$ cat config.mk
export PLATFORM = sky130hd
export DESIGN_NAME = if_id_register
export DESIGN_NICKNAME = d
export VERILOG_FILES = /design/src/rtl/if_id_register.sv
export SDC_FILE = /design/constraint.sdc
export NUM_CORES = 1
export LEC_CHECK = 0
export CAP_MARGIN = 25
export CELL_PAD_IN_SITES_DETAIL_PLACEMENT = 0
export CELL_PAD_IN_SITES_GLOBAL_PLACEMENT = 2
export CORE_MARGIN = 4
export CORE_UTILIZATION = 22
export CTS_CLUSTER_SIZE = 25
export DETAILED_ROUTE_END_ITERATION = 10
export GPL_TIMING_DRIVEN = 0
export PLACE_DENSITY = 0.91
export SKIP_LAST_GASP = 1
export SYNTH_ARGS = -nofsm -noshare
export SYNTH_HDL_FRONTEND = slang
export SYNTH_SLANG_ARGS = --single-unit
$ cat constraint.sdc
create_clock -name i_clk -period 2.2 [get_ports i_clk]
set_input_delay 0.44 -clock i_clk [delete_from_list [all_inputs] [get_ports i_clk]]
set_output_delay 0.44 -clock i_clk [all_outputs]
set_load 0.1 [all_outputs]
$ cat src/rtl/if_id_register.sv
// rtl/if_id_register.sv - IF/ID pipeline register with stall, flush, debug step, HALT freeze and stall counter
module if_id_register #(
    parameter int                    SIZE_PC    = 32,
    parameter int                    SIZE_INSTR = 32,
    parameter logic [SIZE_INSTR-1:0] NOP_INSTR  = 32'h00000000,
    parameter logic [SIZE_INSTR-1:0] HALT_INSTR = 32'hFFFFFFFF,
    parameter int                    SIZE_CNT   = 16
) (
    input  logic                  i_clk,
    input  logic                  i_reset,
    input  logic                  i_enable,
    input  logic                  i_stall,
    input  logic                  i_flush,
    input  logic                  i_valid,
    input  logic [SIZE_PC-1:0]    i_pc_plus4,
    input  logic [SIZE_INSTR-1:0] i_instruction,
    output logic [SIZE_PC-1:0]    o_pc_plus4,
    output logic [SIZE_INSTR-1:0] o_instruction,
    output logic                  o_valid,
    output logic                  o_halt,
    output logic [SIZE_CNT-1:0]   o_stall_cycles
);

    typedef enum logic {
        ST_RUN    = 1'b0,
        ST_HALTED = 1'b1
    } state_t;

    state_t                r_state;
    state_t                w_state_next;
    logic [SIZE_PC-1:0]    r_pc_plus4;
    logic [SIZE_PC-1:0]    w_pc_plus4_next;
    logic [SIZE_INSTR-1:0] r_instruction;
    logic [SIZE_INSTR-1:0] w_instruction_next;
    logic                  r_valid;
    logic                  w_valid_next;
    logic                  r_halt;
    logic                  w_halt_next;
    logic [SIZE_CNT-1:0]   r_stall_cycles;
    logic [SIZE_CNT-1:0]   w_stall_cycles_next;
    logic                  w_cnt_at_max;
    logic                  w_is_halt;

    assign w_cnt_at_max = (r_stall_cycles == {SIZE_CNT{1'b1}});
    // Only a real, loaded instruction may halt; flushed or invalid HALT words are ignored.
    assign w_is_halt    = i_valid && (i_instruction == HALT_INSTR);

    // Next-state and next-register values; every path holds unless RUN and enabled.
    always_comb begin
        w_state_next        = r_state;
        w_pc_plus4_next     = r_pc_plus4;
        w_instruction_next  = r_instruction;
        w_valid_next        = r_valid;
        w_halt_next         = r_halt;
        w_stall_cycles_next = r_stall_cycles;
        if (r_state == ST_RUN && i_enable) begin
            if (i_flush) begin
                // Flush outranks stall: the wrong-path instruction becomes a bubble.
                w_pc_plus4_next    = i_pc_plus4;
                w_instruction_next = NOP_INSTR;
                w_valid_next       = 1'b0;
            end else if (i_stall) begin
                if (!w_cnt_at_max) begin
                    w_stall_cycles_next = r_stall_cycles + {{(SIZE_CNT-1){1'b0}}, 1'b1};
                end
            end else begin
                w_pc_plus4_next    = i_pc_plus4;
                w_instruction_next = i_valid ? i_instruction : NOP_INSTR;
                w_valid_next       = i_valid;
                if (w_is_halt) begin
                    // HALT still travels to ID so downstream stages can drain.
                    w_halt_next  = 1'b1;
                    w_state_next = ST_HALTED;
                end
            end
        end
    end

    // State and pipeline registers; reset overrides everything, including HALTED.
    always_ff @(posedge i_clk) begin
        if (i_reset) begin
            r_state        <= ST_RUN;
            r_pc_plus4     <= '0;
            r_instruction  <= NOP_INSTR;
            r_valid        <= 1'b0;
            r_halt         <= 1'b0;
            r_stall_cycles <= '0;
        end else begin
            r_state        <= w_state_next;
            r_pc_plus4     <= w_pc_plus4_next;
            r_instruction  <= w_instruction_next;
            r_valid        <= w_valid_next;
            r_halt         <= w_halt_next;
            r_stall_cycles <= w_stall_cycles_next;
        end
    end

    assign o_pc_plus4     = r_pc_plus4;
    assign o_instruction  = r_instruction;
    assign o_valid        = r_valid;
    assign o_halt         = r_halt;
    assign o_stall_cycles = r_stall_cycles;

endmodule

==> results.py <==
metrics = {
    "drt": {
        "dr.first_iter.drc_count": 120,
        "post_drt_wl_per_cell_um": 14.9,
        "drt_wl_total_um": 10700,
        "ant_nets": 0,
        "viasPerCell": 4.63,
        "vias": 3308,
        "drc": 0,
        "dr.pass1.iters": 4,
    },
    "cts": {
        "clk_pin_slew_ns": 0.05,
        "clockRootBuffer": "clkbuf_16",
        "cts_tree": "yes",
        "cts_max_level": 3,
        "cts_buffers": 9,
        "cts_setup_buffers": 0,
        "cts_buffer_depth": 2,
        "cts_sinks": 82,
        "clk_latency_ns": 0.33,
    },
    "cells_and_area": {
        "area_growth_pct": 62.4,
        "final_common_cell": "dlygate4sd2_1",
        "fin_nets": 602,
        "fin_area_um2": 5070,
        "final_cell_mix": "dlygate4sd2_1, nand2_1, clkdlybuf4s50_1, dfxtp_1, a21oi_1",
        "n_antenna_cell": 0,
        "layout-drive-gt1-share_pct": 8.04,
    },
    "timing": {
        "holdWs_ns": 0.448,
        "fin_crit_ns": 2.13,
        "drv_slew": 0,
        "grt_setup_unrepaired": "no",
        "hold_viol": 0,
        "tightest_slew_ns": 1.01,
        "fin_skew_ns": 0.00616,
        "timing.slew.headroom_pct": 33.1,
        "fin_crit_sh_pct": 96.6,
        "setup_viol": 0,
        "clock.fmax_ghz": 0.471,
    },
    "yosys": {
        "seq_area_frac_synth_pct": 52.6,
        "synthesis.area_um2": 3120,
        "syn_avg_cell_area_um2": 8.44,
        "yosysWarnings": 0,
        "synth_cell_types": 36,
        "synth_seq_cells": 82,
        "synthArstFlopShare_pct": 0,
        "postSynthCellCount": 370,
        "synthFlopType": "dfxtp_1",
        "synth_edf_count": 0,
        "syn_nets": 441,
    },
    "setup_path": {
        "cpLargestDelayFamily": "simple AND/OR/NAND/NOR gates",
        "slowest_stage": "or4_4",
        "worstPathCellList": "dlygate4sd2_1 > nand4bb_1 > buf_2 > or4_4 > and4bb_2 > mux2_1",
        "cpPeakStageDelay_ns": 0.56,
        "path_max_fanout": 9,
        "crit_type": "input pin to register",
        "path_buf_inv": 2,
        "worstPathArrival_ns": 2.34,
        "required_ns": 2.41,
        "start_kind": "input pin",
        "setup.worst_path.end_class": "register",
    },
    "place": {
        "placed_cell_area_um2": 4890,
        "hpwl_um": 8200,
        "place_congestion": 0.785,
        "numPortBuffers": 151,
    },
    "global_route": {
        "track_usage_pct": 13.2,
        "antenna_found_initial": 0,
        "gr-total-overflow": 0,
        "grt_pass1_vias": 3375,
        "grt_max_degree": 13,
        "grt_pass1_wl_um": 17000,
    },
    "run_status": {
        "outcome": "finished clean",
    },
    "die": {
        "ios": 152,
        "row_count": 43,
        "die-area_um2": 16200,
        "dieHeight_um": 127,
        "core_um2": 13900,
        "start_util_pct": 22.5,
        "die_x_um": 127,
    },
    "hold_path": {
        "hold_path.class": "register to register",
    },
    "power": {
        "power_w": 0.00358,
        "power_density_nw_per_um2": 707,
        "p_leak_nw": 2.12,
        "ir_drop_v": 0.000264,
    },
    "flow_run": {
        "cap_violations": 0,
    },
}
[power breakdown]
group / total [W] / switching [W] / internal [W]
Sequential: 0.00155 / 0.0000209 / 0.00153
Clock: 0.00138 / 0.000562 / 0.000814
Combinational: 0.000662 / 0.000473 / 0.000189
[through the flow]
stage / instances / setup TNS [ns] / utilization [%] / setup slack, ns
floorplan: 370 / 0 / - / 0.000654
global placement: 701 / -27.55 / 35.2 / -0.486
detailed placement: 701 / -32.81 / 35.2 / -0.531
CTS: 715 / 0 / 36.4 / 0.0530
global route: 715 / 0 / 36.5 / 0.0161
finish: 715 / 0 / 36.5 / 0.0748
[path summary, 6_finish.rpt]
path / slack, ns / endpoint / start / cells after the start
setup / recovery: 0.07 / o_stall_cycles[15] / i_flush / 6
hold / removal: 0.45 / o_pc_plus4[7] / o_pc_plus4[7] / 2
setup reg to reg: 0.11 / o_stall_cycles[14] / o_stall_cycles[0] / 5
hold reg to reg: 0.45 / o_pc_plus4[7] / o_pc_plus4[7] / 2
[kinds of logic (layout without fill, tap and decap cells)]
logic type	Yosys count	count (layout)	synth area share (%)
flip-flops	82	82	52.6
buffers and inverters	26	191	3.16
adder cells (fa/ha/maj)	1	1	0.401
AND/OR/NAND/NOR	168	168	25.1
multiplexers	3	3	1.04
AO/OA/AOI/OAI	90	90	17.7
[area by class of cell]
| cell class | instances | area (um2) |
|---|---|---|
| fillers | 1476 | 8810 |
| flip-flops and latches | 82 | 1670 |
| repair buffers | 151 | 1410 |
| multi-input cells | 262 | 1400 |
| clock buffers | 12 | 256 |
| well taps | 180 | 225 |
| plain buffers | 22 | 86.3 |
| clock inverters | 3 | 15.0 |
| inverters | 3 | 11.3 |
[synthesized netlist by cell type (2+ instances only)]
cell type / instances / area share (%)
or2_2: 3 / 0.60
nor3_1: 4 / 0.64
nor2_1: 42 / 5.0
buf_1: 5 / 0.60
inv_1: 3 / 0.36
nand4bb_1: 2 / 0.72
a31oi_1: 2 / 0.40
nor4_1: 6 / 1.2
o21ai_0: 7 / 1.1
a21oi_1: 43 / 6.9
dfxtp_1: 82 / 53
nand3_1: 5 / 0.80
o41ai_1: 3 / 0.84
o311ai_0: 2 / 0.56
or3_1: 7 / 1.4
o31ai_1: 2 / 0.48
a22oi_1: 31 / 7.5
nand4_1: 11 / 2.2
nor2b_1: 3 / 0.60
clkbuf_1: 17 / 2.0
nand2_1: 75 / 9.0
[worst register-to-register path, stage by stage, from the launching register on]
cell     delay (ns)
dfxtp_4        0.37
ha_1           0.27
nand4_1        0.20
or3_1          0.50
nor4_2         0.27
mux2_2         0.36
[repair_timing]
| item | in CTS | in global routing |
|---|---|---|
| setup endpoints to repair | 149 | 36 |
| hold buffers | 0 | 0 |
| resized for setup | 87 | 4 |
[state kept, by name, indices dropped and copies added (netlist names)]
register / cells
o_halt: 1
o_instruction: 32
o_pc_plus4: 32
o_stall_cycles: 16
o_valid: 1
[metal layers]
layer | track usage [%] | wire [um]
met1 | 15.7 | 4720
met2 | 21.9 | 4910
met3 | 4.85 | 879
met4 | 4.61 | 149
met5 | 0 | 0
Power figures use the tool's default switching activity.
